[src/rtl/message_parser_pkg.sv]
// Shared definitions for the message parser/formatter pair: ASCII framing
// characters, FSM state encodings and a terminator helper.
package message_parser_pkg;

    localparam logic [7:0] CHAR_SEP = 8'h5F;  // '_'
    localparam logic [7:0] CHAR_LF  = 8'h0A;
    localparam logic [7:0] CHAR_CR  = 8'h0D;

    typedef enum logic {
        S_PARSE = 1'b0,
        S_SKIP  = 1'b1
    } parser_state_t;

    function automatic logic is_terminator(input logic [7:0] chr);
        return (chr == CHAR_LF) || (chr == CHAR_CR);
    endfunction

endpackage

[src/rtl/hex_char_decoder.sv]
// Maps one ASCII byte to {valid, nibble}. Lowercase 'a'-'f' are accepted only
// when MESSAGE_PARSER_LOWERCASE_EN is defined.
module hex_char_decoder (
    input  logic [7:0] chr,
    output logic       valid,
    output logic [3:0] nibble
);

    always_comb begin
        // NOTE: defaults first so every path assigns both outputs (no latches).
        valid  = 1'b0;
        nibble = 4'h0;
        if (chr >= 8'h30 && chr <= 8'h39) begin
            valid  = 1'b1;
            nibble = chr[3:0];
        end else if (chr >= 8'h41 && chr <= 8'h46) begin
            valid  = 1'b1;
            nibble = chr[3:0] + 4'd9;
        end
`ifdef MESSAGE_PARSER_LOWERCASE_EN
        else if (chr >= 8'h61 && chr <= 8'h66) begin
            valid  = 1'b1;
            nibble = chr[3:0] + 4'd9;
        end
`endif
    end

endmodule

[src/rtl/message_parser.sv]
// Parses "HHHH..._HHHH...<LF|CR>" ASCII messages into COUNT packed words.
// Optional lowercase hex digits: define MESSAGE_PARSER_LOWERCASE_EN.
module message_parser
    import message_parser_pkg::*;
#(
    parameter int WIDTH = 32,
    parameter int COUNT = 2
) (
    input  logic                     CLK,
    input  logic                     RST,
    input  logic                     I_STB,
    input  logic [7:0]               I_DAT,
    output logic                     O_STB,
    output logic [WIDTH*COUNT-1:0]   O_DAT,
    output logic                     O_ERR
);

    localparam int DIGITS = WIDTH / 4;
    localparam int MSG_W  = WIDTH * COUNT;
    localparam int DCW    = ($clog2(DIGITS + 1) < 1) ? 1 : $clog2(DIGITS + 1);
    localparam int WCW    = ($clog2(COUNT) < 1) ? 1 : $clog2(COUNT);
    localparam logic [DCW-1:0] DIGIT_FULL = DCW'(DIGITS);
    localparam logic [WCW-1:0] WORD_LAST  = WCW'(COUNT - 1);

    parser_state_t    state, state_next;
    logic [DCW-1:0]   digit_cnt, digit_next;
    logic [WCW-1:0]   word_cnt, word_next;
    logic [MSG_W-1:0] work, work_next;
    logic             stb_next, err_next;

    logic             dec_valid;
    logic [3:0]       dec_nibble;
    logic             term;

    hex_char_decoder u_dec (
        .chr    (I_DAT),
        .valid  (dec_valid),
        .nibble (dec_nibble)
    );

    assign term = is_terminator(I_DAT);

    always_ff @(posedge CLK) begin
        // NOTE: the working register is real state, so it is reset like the rest.
        if (!RST) begin
            state     <= S_PARSE;
            digit_cnt <= '0;
            word_cnt  <= '0;
            work      <= '0;
            O_DAT     <= '0;
            O_STB     <= 1'b0;
            O_ERR     <= 1'b0;
        end else begin
            // NOTE: non-blocking so every register samples pre-edge values.
            state     <= state_next;
            digit_cnt <= digit_next;
            word_cnt  <= word_next;
            work      <= work_next;
            O_STB     <= stb_next;
            O_ERR     <= err_next;
            if (stb_next)
                O_DAT <= work;
        end
    end

    // The whole message shifts through one register, so the first word ends up on top.
    always_comb begin
        state_next = state;
        digit_next = digit_cnt;
        word_next  = word_cnt;
        work_next  = work;
        stb_next   = 1'b0;
        err_next   = 1'b0;
        if (I_STB) begin
            case (state)
                S_PARSE: begin
                    if (dec_valid) begin
                        if (digit_cnt == DIGIT_FULL) begin
                            err_next   = 1'b1;
                            state_next = S_SKIP;
                        end else begin
                            work_next  = {work[MSG_W-5:0], dec_nibble};
                            digit_next = digit_cnt + DCW'(1);
                        end
                    end else if (I_DAT == CHAR_SEP) begin
                        if (digit_cnt == DIGIT_FULL && word_cnt < WORD_LAST) begin
                            digit_next = '0;
                            word_next  = word_cnt + WCW'(1);
                        end else begin
                            err_next   = 1'b1;
                            state_next = S_SKIP;
                        end
                    end else if (term) begin
                        digit_next = '0;
                        word_next  = '0;
                        if (word_cnt == WORD_LAST && digit_cnt == DIGIT_FULL)
                            stb_next = 1'b1;
                        else if (digit_cnt != '0 || word_cnt != '0)
                            err_next = 1'b1;
                    end else begin
                        err_next   = 1'b1;
                        state_next = S_SKIP;
                    end
                end
                S_SKIP: begin
                    // Remaining bytes of a bad message are dropped without further errors.
                    if (term) begin
                        state_next = S_PARSE;
                        digit_next = '0;
                        word_next  = '0;
                    end
                end
                default: state_next = S_PARSE;
            endcase
        end
    end

endmodule
[config.mk]
export PLATFORM = sky130hd
export DESIGN_NAME = message_parser
export DESIGN_NICKNAME = d
export VERILOG_FILES = /design/src/rtl/message_parser_pkg.sv /design/src/rtl/hex_char_decoder.sv /design/src/rtl/message_parser.sv
export SDC_FILE = /design/constraint.sdc
export NUM_CORES = 1
export LEC_CHECK = 0
export CORE_ASPECT_RATIO = 1.5
export CORE_UTILIZATION = 55
export DETAILED_ROUTE_END_ITERATION = 8
export PLACE_DENSITY = 0.76
export SYNTH_ARGS = -nofsm -noshare
export SYNTH_HDL_FRONTEND = slang
export SYNTH_SLANG_ARGS = --single-unit
[constraint.sdc]
create_clock -name CLK -period 5.9 [get_ports CLK]
set_input_delay 0.885 -clock CLK [delete_from_list [all_inputs] [get_ports CLK]]
set_output_delay 0.885 -clock CLK [all_outputs]
set_load 0.005 [all_outputs]
==> results.md, run 1 <==
* Worst-Skew Late Latency at 0.42 ns
* Synth Area in Adders at 1.40%
* Final-stage net count at 722
* First-pass DRT Iterations at 5
* Commonest non-fill, non-tap cell in the layout: nand2_1
* Clock root cell: clkbuf_16
* TritonCTS clock tree: yes
* CP Launch Type: primary input
* Placement Cell Area at 6040 µm²
* Filler cell count at 788
* Hold endpoint: O_DAT[63]
* Sink Count at 136
* Grt total ovfl at 0
* Synth Area in XOR/XNOR at 0.489%
* Vias after detailed routing at 4812
* Htree depth at 4
* Delay of the slowest cell on the worst path at 1.04 ns
* DPL Wire Length at 7490 µm
* Post-synthesis compound-gate area fraction at 22.3%
* Commonest non-fill, non-tap cells in the layout: 137 x nand2_1, 136 x dfxtp_1, 133 x a21oi_1
* Async set-or-reset flop fraction in the synthesized netlist at 0%
* Top Family by Delay on Critical Path: compound AO/OA/AOI/OAI gates
* EDFF count, synth at 0
* Crit-path max FO at 32
* Synth-to-layout area growth at 25.3%
* Worst Path Required at 6.20 ns
* Drc violations at 0
* Skew final at 0.00907 ns
* IO buf count at 76
* Post-Synth Simple-Gate Area at 18.6%
* Crit Path Class: in2reg
* Initial DRC count at 346
* Core box area at 9360 µm²
* RSZ-0062 raised after global routing: false
* Share of layout cells above drive strength 1 at 6.41%
* Synth Flop Type: dfxtp_1
* Hold crit path type: reg2reg
* Critical path endpoint category: register
* R2r endpoint: work[3]
* Routed len/inst at 15.0 µm
* R2R depth at 7
* Syn. warnings at 0
* Synth cell types at 49
* Post-CTS sizing at 0
* IO Pins at 77
* R2r startpoint: digit_cnt[0]
* #FFs+latches synth at 136
* Die H at 123 µm
* Cell Chain, Critical Path: clkdlybuf4s50_1, or4bb_1, o21a_4, a211oi_4, buf_4, nand3_1, a21oi_1
* Max-Cap Viols at 0
* Mapped Nets at 676
* Final instance area at 6730 µm²
* Worst slew margin at 11.7%
* Synthesized instance count at 659
* Worst VDD drop at 260 µV
* Setup Buffers After CTS at 0
* Die footprint at 10200 µm²
* Tmin final at 3.79 ns
* WP buf/inv at 2
* Largest family of logic cells by synthesized area: compound AO/OA/AOI/OAI gates
* Clock Pin Slew Worst Setup and Hold Paths at 0.06 ns
* Endpoints failing hold at 0
* # diodes at 0
* Total GRT Usage at 26.6%
* Worst-case clock buffer depth at 2
* Status: completed
* Hold-fix buffers at CTS at 0
* Largest net degree at the start of global routing at 81
* Vias in the first global route at 4512
* Achievable Freq at 264 MHz
* Final setup viols at 0
* CP arrival at 4.10 ns
* CTS Buf Count at 17
* Slowest CP cell: a211oi_4
* Period utilization at 64.3%
* Power Total at 2180 µW
* Setup TNS at 0 ns
* Synth Area per Inst at 8.15 µm²
* Die X at 82.7 µm
* Seq/Total Area, Yosys at 50.7%
* Multiplexer area fraction after synthesis at 0.396%
* Slew of the pin with the lowest slew margin at 1.32 ns
* Min-delay src: work[63]
* First-pass GRT wire length at 20900 µm
* Mapped cell area at 5370 µm²
* Routed WL at 12400 µm
* Max Slew Vio Count at 0
* Gp weighted congestion at 0.897
* Drt via density at 5.80
* Cell count of the worst hold path at 2
* Power per cell area at 324 nW/µm²
* Initial antenna violation count at 0
* FP Rows at 43
* Starting density of the core at 57.4%
* Worst R2R Setup Slack at 3.16 ns
* Final ANT Viol Nets at 0
* Leakage power at 0.00218 µW
worst reg2reg max path, stage by stage (launching register included):
cell	delay [ns]
dfxtp_1	0.39
inv_1	0.06
ha_1	0.22
and3b_1	0.28
a21oi_4	0.81
buf_4	0.44
a21oi_1	0.14
a211oi_1	0.29
how the worst max path moves through the flow:
stage	start	endpoint	slack, ns	depth (start not counted)
after global placement	I_DAT[4]	work[49]	1.83	7
final	I_DAT[4]	work[45]	2.11	7
after global routing	I_DAT[4]	work[45]	1.86	7
after CTS	I_DAT[4]	work[45]	2.13	7
after detailed placement	I_DAT[4]	work[51]	1.77	7
after floorplan	I_DAT[4]	work[10]	3.25	6
sequential cells by signal, indices dropped and copies added, names as in the netlist:
register   cells
digit_cnt      4
O_DAT         64
word_cnt       1
O_STB          1
work          64
state          1
O_ERR          1
cells by family (layout without fill, tap and decap cells):
family / after synthesis / in the layout
simple gates: 226 / 226
compound gates: 222 / 222
flops: 136 / 136
mux: 2 / 2
buf+inv: 64 / 123
fa+ha+maj: 6 / 6
xor+xnor: 3 / 3
per-layer routing:
metal	share of wire, %	up-vias	GRT usage, %	routed length (µm)
met5	0	-	0	0
met3	3.8	21	6.42	479
met1	43	2294	32.6	5310
met4	2.1	0	10.8	258
li1	-	2371	-	-
met2	51	126	44.1	6400
through the flow:
stage | setup slack (ns) | std cells | hold WS, ns | utilization [%]
after global routing | 1.86 | 830 | 0.469 | 71.9
after detailed placement | 1.77 | 798 | 0.442 | 64.5
after global placement | 1.83 | 798 | 0.441 | 64.5
after floorplan | 3.25 | 659 | 0.428 | -
final | 2.11 | 830 | 0.450 | 71.9
after CTS | 2.13 | 830 | 0.450 | 71.9
layout make-up:
| class | instances | area [µm²] | area share (%) |
|---|---|---|---|
| sequential | 136 | 2720 | 40.5 |
| multi-input combinational | 459 | 2330 | 34.7 |
| timing repair buffer | 83 | 813 | 12.1 |
| clock buffer | 20 | 467 | 6.94 |
| clock inverter | 12 | 220 | 3.27 |
| tap | 112 | 140 | 2.08 |
| inverter | 8 | 31.3 | 0.465 |
Yosys cell counts (all sizes together) (3+ instances only):
cell type / n / area share (%)
a211oi: 4 / 0.79
ha: 6 / 1.4
nand2: 137 / 9.6
clkbuf: 42 / 3.4
inv: 7 / 0.49
nand3: 64 / 6.0
nor2: 6 / 0.42
a21oi: 134 / 12
xnor2: 3 / 0.49
o21ai: 68 / 6.3
buf: 14 / 2.1
dfxtp: 136 / 51
report_power, final:
group	internal (µW)	switching, µW
combinational	16.0	34.0
sequential	921	2.17
clock	825	385
(Power assumes the default switching activity.)
==> run 2: changes to the inputs <==
Settings changed: CORE_UTILIZATION 55 to 49, PLACE_DENSITY 0.76 to 0.72.
Clock period 5.9 ns to 3.18 ns, I/O delays scaled along.
==> results.md, run 2 (synthesis results as in run 1) <==
* Status: complete, but fails checks
* Failing checks: DRC
* Power per cell area at 567 nW/µm² (+75%)
* Die footprint at 11400 µm² (+12%)
* CP arrival at 2.88 ns (-1.22 ns)
* Drc violations at 1 (+1)
* Commonest non-fill, non-tap cell in the layout: nand2_1
* Worst VDD drop at 403 µV (+55%)
* Vias in the first global route at 4490 (-0.49%)
* Hold crit path type: reg2reg
* Crit-path max FO at 64 (+100%)
* FP Rows at 46 (+7.0%)
* Vias after detailed routing at 4776 (-0.75%)
* Leakage power at 0.00220 µW (+0.85%)
* Slew of the pin with the lowest slew margin at 0.593 ns (-0.728 ns)
* Hold-fix buffers at CTS at 0 (unchanged)
* RSZ-0062 raised after global routing: false
* Clock Pin Slew Worst Setup and Hold Paths at 0.06 ns (about the same)
* Worst Path Required at 3.49 ns (-2.71 ns)
* Commonest non-fill, non-tap cells in the layout: 137 x nand2_1, 136 x dfxtp_1, 133 x a21oi_1
* Htree depth at 4 (unchanged)
* Die X at 87.5 µm (+5.8%)
* Initial antenna violation count at 0 (unchanged)
* Worst-Skew Late Latency at 0.41 ns (about the same)
* Die H at 130 µm (+5.8%)
* DPL Wire Length at 7950 µm (+6.2%)
* Achievable Freq at 390 MHz
* Setup crit start: I_DAT[4]
* IO buf count at 76 (unchanged)
* Max Slew Vio Count at 0 (unchanged)
* Sink Count at 136 (unchanged)
* Drt via density at 5.51 (-5.0%)
* Setup Buffers After CTS at 0 (unchanged)
* Routed WL at 12700 µm (+2.0%)
* # diodes at 0 (unchanged)
* CP Launch Type: primary input
* Final setup viols at 0 (unchanged)
* TritonCTS clock tree: yes
* Final-stage net count at 727 (+0.69%)
* Post-CTS sizing at 0 (unchanged)
* Setup TNS at 0 ns (unchanged)
* Largest net degree at the start of global routing at 69 (-15%)
* Worst slew margin at 60.2% (+48 points)
* Worst-case clock buffer depth at 2 (unchanged)
* Clock root cell: clkbuf_16
* Period utilization at 80.7%
* Synth-to-layout area growth at 27.1%
* Skew final at 0.00770 ns (-0.00137 ns)
* Final core occ at 64.4% (-7.4 points)
* Core box area at 10600 µm² (+13%)
* Routed len/inst at 14.6 µm (-2.4%)
* First-pass GRT wire length at 21100 µm (+0.99%)
* Crit Path Class: in2reg
* Critical path endpoint category: register
* Max-Cap Viols at 0 (unchanged)
* Grt total ovfl at 0 (unchanged)
* First-pass DRT Iterations at 7 (+2)
* R2r startpoint: digit_cnt[0]
* Share of layout cells above drive strength 1 at 6.92% (+0.51 points)
* Total GRT Usage at 23.4% (-3.2 points)
* Tmin final at 2.56 ns
* Endpoints failing hold at 0 (unchanged)
* CTS Buf Count at 17 (unchanged)
* IO Pins at 77 (unchanged)
* Final ANT Viol Nets at 0 (unchanged)
* Gp weighted congestion at 0.871 (-3.0%)
* Starting density of the core at 50.7% (-6.7 points)
* Initial DRC count at 415 (+20%)
* Min-delay src: O_DAT[48]
* Biggest regs: O_DAT x64, work x64, digit_cnt x4
-- run 2: final cells by class --
class                           instances  area (µm²)
Sequential cell                       136        2720
Inverter                                8        31.3
Clock inverter                         12         173
Timing Repair Buffer                   88         926
Multi-Input combinational cell        459        2330
Fill cell                             936        3770
Tap cell                              144         180
Clock buffer                           20         457
-- run 2: stage by stage --
stage / area (µm²) / total power [µW] / hold slack (ns) / setup WS [ns] / cells
floorplan: 5370 / 1810 / 0.428 / 0.936 / 659
global placement: 6190 / 1840 / 0.445 / 0.325 / 835
detailed placement: 6190 / 1850 / 0.444 / 0.238 / 835
CTS: 6820 / 3900 / 0.452 / 0.622 / 867
global route: 6820 / 3980 / 0.477 / 0.463 / 867
finish: 6820 / 3870 / 0.452 / 0.615 / 867
-- run 2: final timing paths --
path,cells after the start,slack (ns),end
max,7,0.62,work[2]
min,2,0.45,O_DAT[48]
max reg2reg,7,1.07,work[2]
min reg2reg,2,0.45,O_DAT[48]
-- run 2: where the power goes --
| part | leakage [µW] | total, µW | internal (µW) | switching [µW] |
|---|---|---|---|---|
| clock | 0.000306 | 2060 | 1350 | 711 |
| combinational | 0.000801 | 98.4 | 33.4 | 65.0 |
| sequential | 0.00110 | 1710 | 1710 | 3.80 |
| total | 0.00220 | 3870 | 3090 | 780 |
-- run 2: worst max-delay path, stage by stage --
cell and delay, ns:
clkdlybuf4s50_1 0.54, or4bb_1 0.67, o21a_4 0.29, a211oi_4 0.25, buf_12 0.29, a21oi_1 0.11, a211oi_1 0.24
-- run 2: routing by layer --
layer	up-vias	track usage, %	part of all wire [%]
met4	0	9.93	1.7
met2	133	40.2	52
met1	2250	28.0	43
met5	-	0	0
met3	20	5.06	3.0
li1	2373	-	-
==> run 3: changes to the inputs <==
Settings changed: CORE_UTILIZATION 49 to 54, PLACE_DENSITY 0.72 to 0.75.
Clock period 3.18 ns to 2.5 ns, I/O delays scaled along.
==> results.md, run 3 (synthesis results as in run 1) <==
* Setup TNS at 0 ns (unchanged)
* Clock root cell: clkbuf_16
* Vias after detailed routing at 4894 (+2.5%)
* Status: completed
* # diodes at 0 (unchanged)
* Synth-to-layout area growth at 30.4%
* WP buf/inv at 2 (unchanged)
* Routed len/inst at 14.6 µm (-0.33%)
* Period utilization at 92.1%
* Worst-Skew Late Latency at 0.41 ns (about the same)
* Hold-fix buffers at CTS at 0 (unchanged)
* Final core occ at 72.3% (+7.8 points)
* Htree depth at 4 (unchanged)
* Drc violations at 0 (-1)
* Worst-case clock buffer depth at 2 (unchanged)
* Leakage power at 0.00232 µW (+5.5%)
* Vias in the first global route at 4473 (-0.38%)
* Tmin final at 2.30 ns
* Achievable Freq at 434 MHz
* CP Launch Type: primary input
* Endpoints failing hold at 0 (unchanged)
* Share of layout cells above drive strength 1 at 9.73% (+2.8 points)
* Final setup viols at 0 (unchanged)
* Skew final at 0.00495 ns (-0.00275 ns)
* Final ANT Viol Nets at 0 (unchanged)
* Biggest regs: O_DAT x64, work x64, digit_cnt x4
* IO buf count at 76 (unchanged)
* CTS Buf Count at 17 (unchanged)
* Power Total at 4750 µW (+23%)
* RSZ-0062 raised after global routing: false
* Worst Path Required at 2.81 ns (-0.68 ns)
* Routed WL at 12600 µm (-0.56%)
* FP Rows at 44 (-4.3%)
* Top Family by Delay on Critical Path: compound AO/OA/AOI/OAI gates
* First-pass GRT wire length at 20800 µm (-1.5%)
* Die X at 83.4 µm (-4.6%)
* Core box area at 9690 µm² (-8.5%)
* Hold_ws at 0.450 ns (-0.00178 ns)
* Commonest non-fill, non-tap cells in the layout: 137 x nand2_1, 136 x dfxtp_1, 133 x a21oi_1
* Setup Buffers After CTS at 0 (unchanged)
* Delay of the slowest cell on the worst path at 0.62 ns (-0.05 ns)
* Starting density of the core at 55.4% (+4.7 points)
* Power per cell area at 678 nW/µm² (+19%)
* IO Pins at 77 (unchanged)
* Critical path endpoint category: register
* Crit-path max FO at 5 (-92%)
* Slowest CP cell: or4bb_1
* Total GRT Usage at 24.9% (+1.5 points)
* Drt via density at 5.66 (+2.7%)
* DPL Wire Length at 8310 µm (+4.6%)
* CP arrival at 2.61 ns (-0.27 ns)
* Placement Cell Area at 6420 µm² (+3.7%)
* Initial DRC count at 294 (-29%)
* Slew of the pin with the lowest slew margin at 0.513 ns (-0.0798 ns)
* Largest net degree at the start of global routing at 64 (-7.2%)
* Crit Path Class: in2reg
* TritonCTS clock tree: yes
* Hold crit path type: reg2reg
* Commonest non-fill, non-tap cell in the layout: nand2_1
* First-pass DRT Iterations at 5 (-2)
* Max-Cap Viols at 0 (unchanged)
* Post-CTS sizing at 0 (unchanged)
* Worst slew margin at 65.4% (+5.3 points)
* Final instance area at 7000 µm² (+2.6%)
* Die footprint at 10400 µm² (-9.1%)
* Max Slew Vio Count at 0 (unchanged)
* Worst VDD drop at 502 µV (+25%)
* Initial antenna violation count at 0 (unchanged)
* Cell Chain, Critical Path: clkdlybuf4s50_1, or4bb_1, o21a_4, a2111oi_0, buf_4, xnor2_1, nor2_1
* Grt total ovfl at 0 (unchanged)
* Sink Count at 136 (unchanged)
* Die H at 124 µm (-4.7%)
* Clock Pin Slew Worst Setup and Hold Paths at 0.06 ns (about the same)
* Final-stage net count at 754 (+3.7%)
* Gp weighted congestion at 0.837 (-3.9%)
==> run 3: cell count changes in the layout (fill, tap and decap cells not counted) <==
cell,delta
buf_4,+22
buf_12,+5
clkbuf_1,+4
bufinv_16,-2
clkinv_2,-2
clkbuf_8,+1
clkinv_4,-1
clkinvlp_4,+1
inv_6,-1
==> run 3: layer usage <==
metal / GRT usage [%] / wire length (µm)
met5: 0 / 0
met4: 10.2 / 200
met3: 5.37 / 604
met2: 44.3 / 6660
met1: 29.2 / 5160
==> run 3: worst paths after layout <==
kind                                   start            to  slack [ns]  depth (start not counted)
worst max-delay path                I_DAT[4]  digit_cnt[3]        0.20                          7
worst min-delay path                O_DAT[8]      O_DAT[8]        0.45                          2
worst max register to register  digit_cnt[0]  digit_cnt[2]        0.45                          7
worst min register to register      O_DAT[8]      O_DAT[8]        0.45                          2
==> run 3: through the flow <==
| step | worst slack, ns | instances |
|---|---|---|
| 6_report | 0.198 | 865 |
| 5_1_grt | 0.109 | 865 |
| 4_1_cts | 0.162 | 865 |
| 3_5_place_dp | -0.266 | 833 |
| 3_3_place_gp | -0.279 | 833 |
| 2_1_floorplan | 0.358 | 659 |
==> run 3: worst register-to-register path, stage by stage, from the launching register on <==
cell,delay [ns]
dfxtp_1,0.40
inv_1,0.07
ha_1,0.22
and3b_1,0.27
a21o_1,0.27
or3_1,0.33
a211o_1,0.29
a21oi_1,0.13
==> run 3: final cells by class <==
type	count	area, µm²
Timing Repair Buffer	115	1190
Multi-Input combinational cell	459	2330
Clock inverter	7	92.6
Inverter	8	31.3
Clock buffer	25	485
Sequential cell	136	2720
Fill cell	766	2690
Tap cell	115	144
==> run 3: report_power, final <==
part / internal, µW / switching, µW
registers: 2170 / 4.62
logic: 61.6 / 84.9
clock network: 1540 / 879
total: 3780 / 969
